`src/rtl/clk_enable_manager_if.sv`:
```
`default_nettype none
// ============================================================================
//  Module      : clk_enable_manager_if
//  Description : Lock input, increment-write port and clock-enable / reset
//                outputs of clk_enable_manager. The optional lock_loss_cnt
//                signal exists only when LOCK_LOSS_CNT_EN is defined.
//  Revision    : 1.0 - initial release
// ============================================================================
interface clk_enable_manager_if #(
    parameter int NUM_CH = 2,
    parameter int ACC_W  = 24
);
    logic              pll_lock_in;
    logic              inc_wr;
    logic [2:0]        inc_sel;
    logic [ACC_W-1:0]  inc_data;
    logic [NUM_CH-1:0] ce_out;
    logic              sys_rst;
    logic              locked;
`ifdef LOCK_LOSS_CNT_EN
    logic [7:0]        lock_loss_cnt;

    modport master (
        output pll_lock_in, inc_wr, inc_sel, inc_data,
        input  ce_out, sys_rst, locked, lock_loss_cnt
    );
    modport slave (
        input  pll_lock_in, inc_wr, inc_sel, inc_data,
        output ce_out, sys_rst, locked, lock_loss_cnt
    );
`else
    modport master (
        output pll_lock_in, inc_wr, inc_sel, inc_data,
        input  ce_out, sys_rst, locked
    );
    modport slave (
        input  pll_lock_in, inc_wr, inc_sel, inc_data,
        output ce_out, sys_rst, locked
    );
`endif
endinterface
`default_nettype wire

```
`src/rtl/clk_enable_manager.sv`:
```
`default_nettype none
// ============================================================================
//  Module      : clk_enable_manager
//  Description : Post-PLL clock manager. Synchronises and filters the PLL
//                lock, sequences the system reset from it, and produces
//                NUM_CH fractional clock enables from phase accumulators
//                (rate = inc / 2^ACC_W) with run-time programmable increments.
//                Optional feature macro: LOCK_LOSS_CNT_EN adds a saturating
//                8-bit count of RUN->WAIT lock losses (lock_loss_cnt).
//  Revision    : 1.0 - initial release
// ============================================================================
module clk_enable_manager #(
    parameter int               NUM_CH      = 2,
    parameter int               ACC_W       = 24,
    parameter logic [ACC_W-1:0] INC_DEFAULT = 24'h5A6B,
    parameter int               LOCK_FILT   = 16,
    parameter int               RST_HOLD    = 256
) (
    input  wire logic            clkin,
    input  wire logic            reset,
    clk_enable_manager_if.slave  bus
);

    // One shared counter serves both the filter and the hold phase
    localparam int c_CNT_MAX = (LOCK_FILT > RST_HOLD) ? LOCK_FILT : RST_HOLD;
    localparam int c_CNT_W   = (c_CNT_MAX > 1) ? $clog2(c_CNT_MAX) : 1;
    localparam logic [c_CNT_W-1:0] c_FILT_LAST = c_CNT_W'(LOCK_FILT - 1);
    localparam logic [c_CNT_W-1:0] c_HOLD_LAST = c_CNT_W'(RST_HOLD - 1);

    typedef enum logic [1:0] {
        ST_WAIT   = 2'd0,
        ST_FILTER = 2'd1,
        ST_HOLD   = 2'd2,
        ST_RUN    = 2'd3
    } state_t;

    state_t              r_state;
    logic [c_CNT_W-1:0]  r_cnt;
    logic                r_sync1;
    logic                r_lock_s;
    logic                r_sys_rst;
    logic                r_locked;
    logic [NUM_CH-1:0]   r_ce;
    logic                w_acc_run;

    // Two-flop synchroniser for the asynchronous PLL lock
    always_ff @(posedge clkin) begin
        if (reset) begin
            r_sync1  <= 1'b0;
            r_lock_s <= 1'b0;
        end else begin
            r_sync1  <= bus.pll_lock_in;
            r_lock_s <= r_sync1;
        end
    end

    // Lock qualification and reset sequencing; any lock loss drops to WAIT
    always_ff @(posedge clkin) begin
        if (reset) begin
            r_state   <= ST_WAIT;
            r_cnt     <= '0;
            r_sys_rst <= 1'b1;
            r_locked  <= 1'b0;
        end else begin
            case (r_state)
                ST_WAIT: begin
                    if (r_lock_s) begin
                        r_state <= ST_FILTER;
                        r_cnt   <= '0;
                    end
                end
                ST_FILTER: begin
                    if (!r_lock_s) begin
                        r_state <= ST_WAIT;
                    end else if (r_cnt == c_FILT_LAST) begin
                        r_state <= ST_HOLD;
                        r_cnt   <= '0;
                    end else begin
                        r_cnt <= r_cnt + c_CNT_W'(1);
                    end
                end
                ST_HOLD: begin
                    if (!r_lock_s) begin
                        r_state <= ST_WAIT;
                    end else if (r_cnt == c_HOLD_LAST) begin
                        r_state   <= ST_RUN;
                        r_sys_rst <= 1'b0;
                        r_locked  <= 1'b1;
                    end else begin
                        r_cnt <= r_cnt + c_CNT_W'(1);
                    end
                end
                ST_RUN: begin
                    if (!r_lock_s) begin
                        r_state   <= ST_WAIT;
                        r_sys_rst <= 1'b1;
                        r_locked  <= 1'b0;
                    end
                end
                default: begin
                    r_state   <= ST_WAIT;
                    r_cnt     <= '0;
                    r_sys_rst <= 1'b1;
                    r_locked  <= 1'b0;
                end
            endcase
        end
    end

    // Accumulators advance only while staying in HOLD/RUN; a lock loss there
    // means the FSM enters WAIT on this edge, so the accumulators clear too.
    assign w_acc_run = ((r_state == ST_HOLD) || (r_state == ST_RUN)) && r_lock_s;

    generate
        for (genvar i = 0; i < NUM_CH; i++) begin : g_ch
            logic [ACC_W-1:0] r_acc;
            logic [ACC_W-1:0] r_inc;
            logic [ACC_W:0]   w_sum;

            assign w_sum = {1'b0, r_acc} + {1'b0, r_inc};

            // Increment register: out-of-range channel indices match nothing
            always_ff @(posedge clkin) begin
                if (reset) begin
                    r_inc <= INC_DEFAULT;
                end else if (bus.inc_wr && (bus.inc_sel == 3'(i))) begin
                    r_inc <= bus.inc_data;
                end
            end

            // Phase accumulator; the carry out is the registered clock enable
            always_ff @(posedge clkin) begin
                if (reset || !w_acc_run) begin
                    r_acc   <= '0;
                    r_ce[i] <= 1'b0;
                end else begin
                    r_acc   <= w_sum[ACC_W-1:0];
                    r_ce[i] <= w_sum[ACC_W];
                end
            end
        end
    endgenerate

`ifdef LOCK_LOSS_CNT_EN
    logic [7:0] r_loss_cnt;

    // Saturating count of lock losses out of RUN; only reset clears it
    always_ff @(posedge clkin) begin
        if (reset) begin
            r_loss_cnt <= 8'h00;
        end else if ((r_state == ST_RUN) && !r_lock_s && (r_loss_cnt != 8'hFF)) begin
            r_loss_cnt <= r_loss_cnt + 8'h01;
        end
    end

    assign bus.lock_loss_cnt = r_loss_cnt;
`endif

    assign bus.ce_out  = r_ce;
    assign bus.sys_rst = r_sys_rst;
    assign bus.locked  = r_locked;

endmodule
`default_nettype wire
```
`src/flat_wrapper.sv`:
```
// flat-port wrapper written by rule: the top's interface ports become plain ports
module clk_enable_manager_flat 
#(
    parameter int               NUM_CH      = 2,
    parameter int               ACC_W       = 24,
    parameter logic [ACC_W-1:0] INC_DEFAULT = 24'h5A6B,
    parameter int               LOCK_FILT   = 16,
    parameter int               RST_HOLD    = 256
)
  (clkin, reset, bus_pll_lock_in, bus_inc_wr, bus_inc_sel, bus_inc_data, bus_ce_out, bus_sys_rst, bus_locked);
  clk_enable_manager_if #(.NUM_CH(NUM_CH), .ACC_W(ACC_W)) bus_i ();
  input  wire logic clkin;
  input  wire logic reset;
  input wire logic [$bits(bus_i.pll_lock_in)-1:0] bus_pll_lock_in;
  input wire logic [$bits(bus_i.inc_wr)-1:0] bus_inc_wr;
  input wire logic [$bits(bus_i.inc_sel)-1:0] bus_inc_sel;
  input wire logic [$bits(bus_i.inc_data)-1:0] bus_inc_data;
  output wire logic [$bits(bus_i.ce_out)-1:0] bus_ce_out;
  output wire logic [$bits(bus_i.sys_rst)-1:0] bus_sys_rst;
  output wire logic [$bits(bus_i.locked)-1:0] bus_locked;
  assign bus_i.pll_lock_in = bus_pll_lock_in;
  assign bus_i.inc_wr = bus_inc_wr;
  assign bus_i.inc_sel = bus_inc_sel;
  assign bus_i.inc_data = bus_inc_data;
  assign bus_ce_out = bus_i.ce_out;
  assign bus_sys_rst = bus_i.sys_rst;
  assign bus_locked = bus_i.locked;
  clk_enable_manager #(.NUM_CH(NUM_CH), .ACC_W(ACC_W), .INC_DEFAULT(INC_DEFAULT), .LOCK_FILT(LOCK_FILT), .RST_HOLD(RST_HOLD)) u_core (.clkin(clkin), .reset(reset), .bus(bus_i));
endmodule
```
`config.mk`:
```
export PLATFORM = sky130hd
export DESIGN_NAME = clk_enable_manager_flat
export DESIGN_NICKNAME = d
export VERILOG_FILES = /design/src/rtl/clk_enable_manager_if.sv /design/src/rtl/clk_enable_manager.sv /design/src/flat_wrapper.sv
export SDC_FILE = /design/constraint.sdc
export NUM_CORES = 1
export LEC_CHECK = 0
export ABC_AREA = 1
export BUFFER_PORTS_ARGS = -buffer_cell sky130_fd_sc_hd__buf_4
export CAP_MARGIN = 20
export CORE_ASPECT_RATIO = 2
export CORE_MARGIN = 2
export CORE_UTILIZATION = 35
export CTS_BUF_LIST = sky130_fd_sc_hd__clkbuf_4
export DETAILED_ROUTE_END_ITERATION = 6
export PLACE_DENSITY = 0.46
export RECOVER_POWER = 50
export SYNTH_ARGS = -nofsm -noshare
export SYNTH_HDL_FRONTEND = slang
export SYNTH_SLANG_ARGS = --single-unit
export TNS_END_PERCENT = 30
```
`constraint.sdc`:
```
create_clock -name clkin -period 1.78 [get_ports clkin]
set_input_delay 0.356 -clock clkin [delete_from_list [all_inputs] [get_ports clkin]]
set_output_delay 0.356 -clock clkin [all_outputs]
set_load 0.03 [all_outputs]
```
==> reports/metrics.cfg <==
[status]
status=finished clean

[place]
place_area_um2=8280
hpwl_mm=18.9
portBuffers=34
pre_cts_ws_ps=-71.7
gp_congestion=0.862
dp_cells=1512

[setup_path]
worstSetupEndpointType=register
cp_top_family=adder cells
path_buf_inv=1
r2r-start=u_core.g_ch[1].r_inc[0]
crit_type=reg -> reg
cp.arrival_ps=2190
required_ps=2230
rr_worst_depth=7
r2r_end=u_core.g_ch[1].r_acc[6]
crit_chain=ha_4, fa_2, nand2_1, nand3_2, buf_4, o21ai_0, a21oi_1
path_depth=7
r2r_setup_slack_ps=40
crit_path_start_kind=register
worst_path_largest_cell_delay_ps=430
cp_slowest_cell=fa_2
cp_max_fo=4

[clock_network]
cts_root_buffer=clkbuf_4
clockBufferDepth=2
h-tree-depth=3
clkTransAtPathRegs_ps=200
numCtsBuffers=9
worstSkewPairLatency_ps=550
cts_tree=done
clock_sinks=112

[synth]
syn_nets=1242
seq_area_frac_synth_pct=31.2
ys_warn_count=0
synth_area_um2=7180
synth_edf_count=0
syn_avg_cell_area_um2=6.21
yosysUniqueCellTypes=39
synth-seq-cells=112
synthArstFlopShare_pct=0
synthCells=1156
synth_ff_type=dfxtp_1

[worst_hold_path]
whs_endpoint=u_core.g_ch[0].r_inc[7]
hold_start=bus_inc_data[7]
hold_depth=3
worst_hold_path_type=in -> reg

[power]
ir_worst_vdd_mv=0.374
p_per_area_nw_per_um2=487
p_leak_nw=4.58
power_mw=4.58

[cells_and_area]
fillers=2124
fin_util_pct=46.5
post-route-cell-area_um2=9420
final_layout_size_suffix_gt1_share_pct=23.7
area_delta_synth_final_pct=31.2
finalNetCount=1364
fin_cells=1550

[detailed_routing]
num_vias=7239
drt_wl_total_mm=23.8
wl_per_cell_um=15.3
drcViolationCount=0
antenna_left=0
drt_first_iter_violations=197
first_pass_iters=5
viasPerCell=4.67

[timing]
fin_skew_ps=37.0
fmax_ghz=0.574
setup_slack_ps=38.2
worstMarginPinSlew_ps=1440
setup_viol=0
final_hold_viol_count=0
min_period_ps=1740
post-route-period-util_pct=97.9
holdWs_ps=64.4
slew_violations=0
relSlewSlack_pct=3.93
setup_tns_ps=0
rsz0062_at_grt=true

[die]
core_um2=20300
std_cell_rows=74
start_util_pct=35.4
fp.dieH_um=207
die_w_um=105
dieArea_um2=21700
io_pins=35

[global_route]
grt_pass1_wl_mm=36.5
antenna_found_initial=1
grt.total_usage_pct=22.3
grt_max_degree=36
grt_pass1_vias=7399
grt_overflow=0

[flow_run]
cap_viol_max_count=0

-- cells by family (layout without fill, tap and decap cells) --
group	Yosys count	after routing	share of synthesized area [%]
simple gates	669	669	39.0
buf+inv	199	326	10.8
compound gates	120	120	9.06
flops	112	112	31.2
fa+ha+maj	55	55	9.79
xor+xnor	1	1	0.122
other cells	0	1	0
-- report_power, final --
part,switching (mW),internal [mW],total (mW)
clock network,0.959,0.622,1.58
registers,0.0336,2.55,2.58
logic,0.228,0.194,0.422
-- registers in the layout (all words and copies together) (netlist names) --
name and cells:
u_core.g_ch.r_inc 48, u_core.bus.ce_out 2, u_core.r_state 2, u_core.r_sync1 1, u_core.g_ch.r_acc 48, u_core.r_lock_s 1, u_core.bus.locked 1, u_core.r_cnt 8
u_core.bus.sys_rst 1
-- metal layers --
layer  vias to the layer above  global-route usage [%]  share of wire (%)
met1                      3289                    19.1                 34
met5                         -                       0                  0
met4                         0                    10.8                4.7
met3                        42                    3.08                1.7
met2                        78                    47.8                 59
li1                       3830                       -                  -
-- how the worst max path moves through the flow --
| stage | end | start | slack [ps] |
|---|---|---|---|
| finish | u_core.g_ch[1].r_acc[6] | u_core.g_ch[1].r_inc[0] | 40 |
| global route | u_core.g_ch[0].r_acc[20] | u_core.g_ch[0].r_inc[0] | -50 |
| CTS | u_core.g_ch[0].r_acc[21] | u_core.g_ch[0].r_inc[2] | -6 |
| detailed placement | u_core.g_ch[1].r_acc[6] | u_core.g_ch[1].r_inc[0] | -70 |
| global placement | u_core.g_ch[0].r_acc[12] | u_core.g_ch[0].r_inc[0] | -70 |
| floorplan | u_core.g_ch[0].r_acc[12] | u_core.g_ch[0].r_inc[0] | 180 |
-- cells in the final DEF (no fill, tap or decap), types with 4 or more instances in the layout --
cell type and count:
nand3b_1 8, nand2_1 399, nand4_1 9, inv_1 178, buf_4 100, nand2_4 9
ha_4 29, nor2_1 86, buf_12 5, o21a_1 4, nand3_1 56, nor2_2 25
nor2_4 8, nand3_2 16, a21oi_2 16, nand2_2 36, dlygate4sd3_1 15, ha_1 21
o21ai_0 19, dfxtp_2 22, dfxtp_1 90, a21oi_1 70, clkbuf_4 14
-- worst min-delay path, delay by kind of cell --
family / cells / cell delay (ps)
AOI/OAI and AO/OA: 1 / 50
and+or+nand+nor: 1 / 60
buffers and inverters: 1 / 110
-- cell usage after synthesis (4+ instances only) --
cell type    n  area [µm²]
a21oi_1     84         420
nor3_1       4        20.0
o21a_1       4        30.0
dfxtp_1    112        2240
nor2_1     105         394
nand2_2      6        37.5
nand3_1     71         355
nand4_1      9        56.3
nand2_1    435        1630
o21ai_0     20         100
ha_1        53         663
buf_2        5        25.0
clkbuf_1     7        26.3
buf_4        5        37.5
a21oi_2      4        35.0
nand3b_1     8        60.1
inv_1      179         672
nor2_2      12        75.1
-- what timing repair did --
| item | in CTS | in global routing |
|---|---|---|
| hold buffers | 15 | 0 |
| setup buffers | 1 | 5 |
| hold endpoints to repair | 25 | 0 |
| gates resized for setup | 23 | 146 |
| endpoints found under the setup margin | 25 | 42 |
| pin swaps | 1 | 28 |
-- layout make-up --
type,instances,area (µm²),area share (%)
diodes,1,2.50,0.0266
clock buffers,12,90.1,0.956
clock inverters,4,76.3,0.810
inverters,181,682,7.24
multi-input cells,845,4900,52.0
flip-flops and latches,112,2270,24.1
well taps,266,333,3.53
repair buffers,129,1070,11.3
No activity file was read; power rests on OpenSTA's default activity.
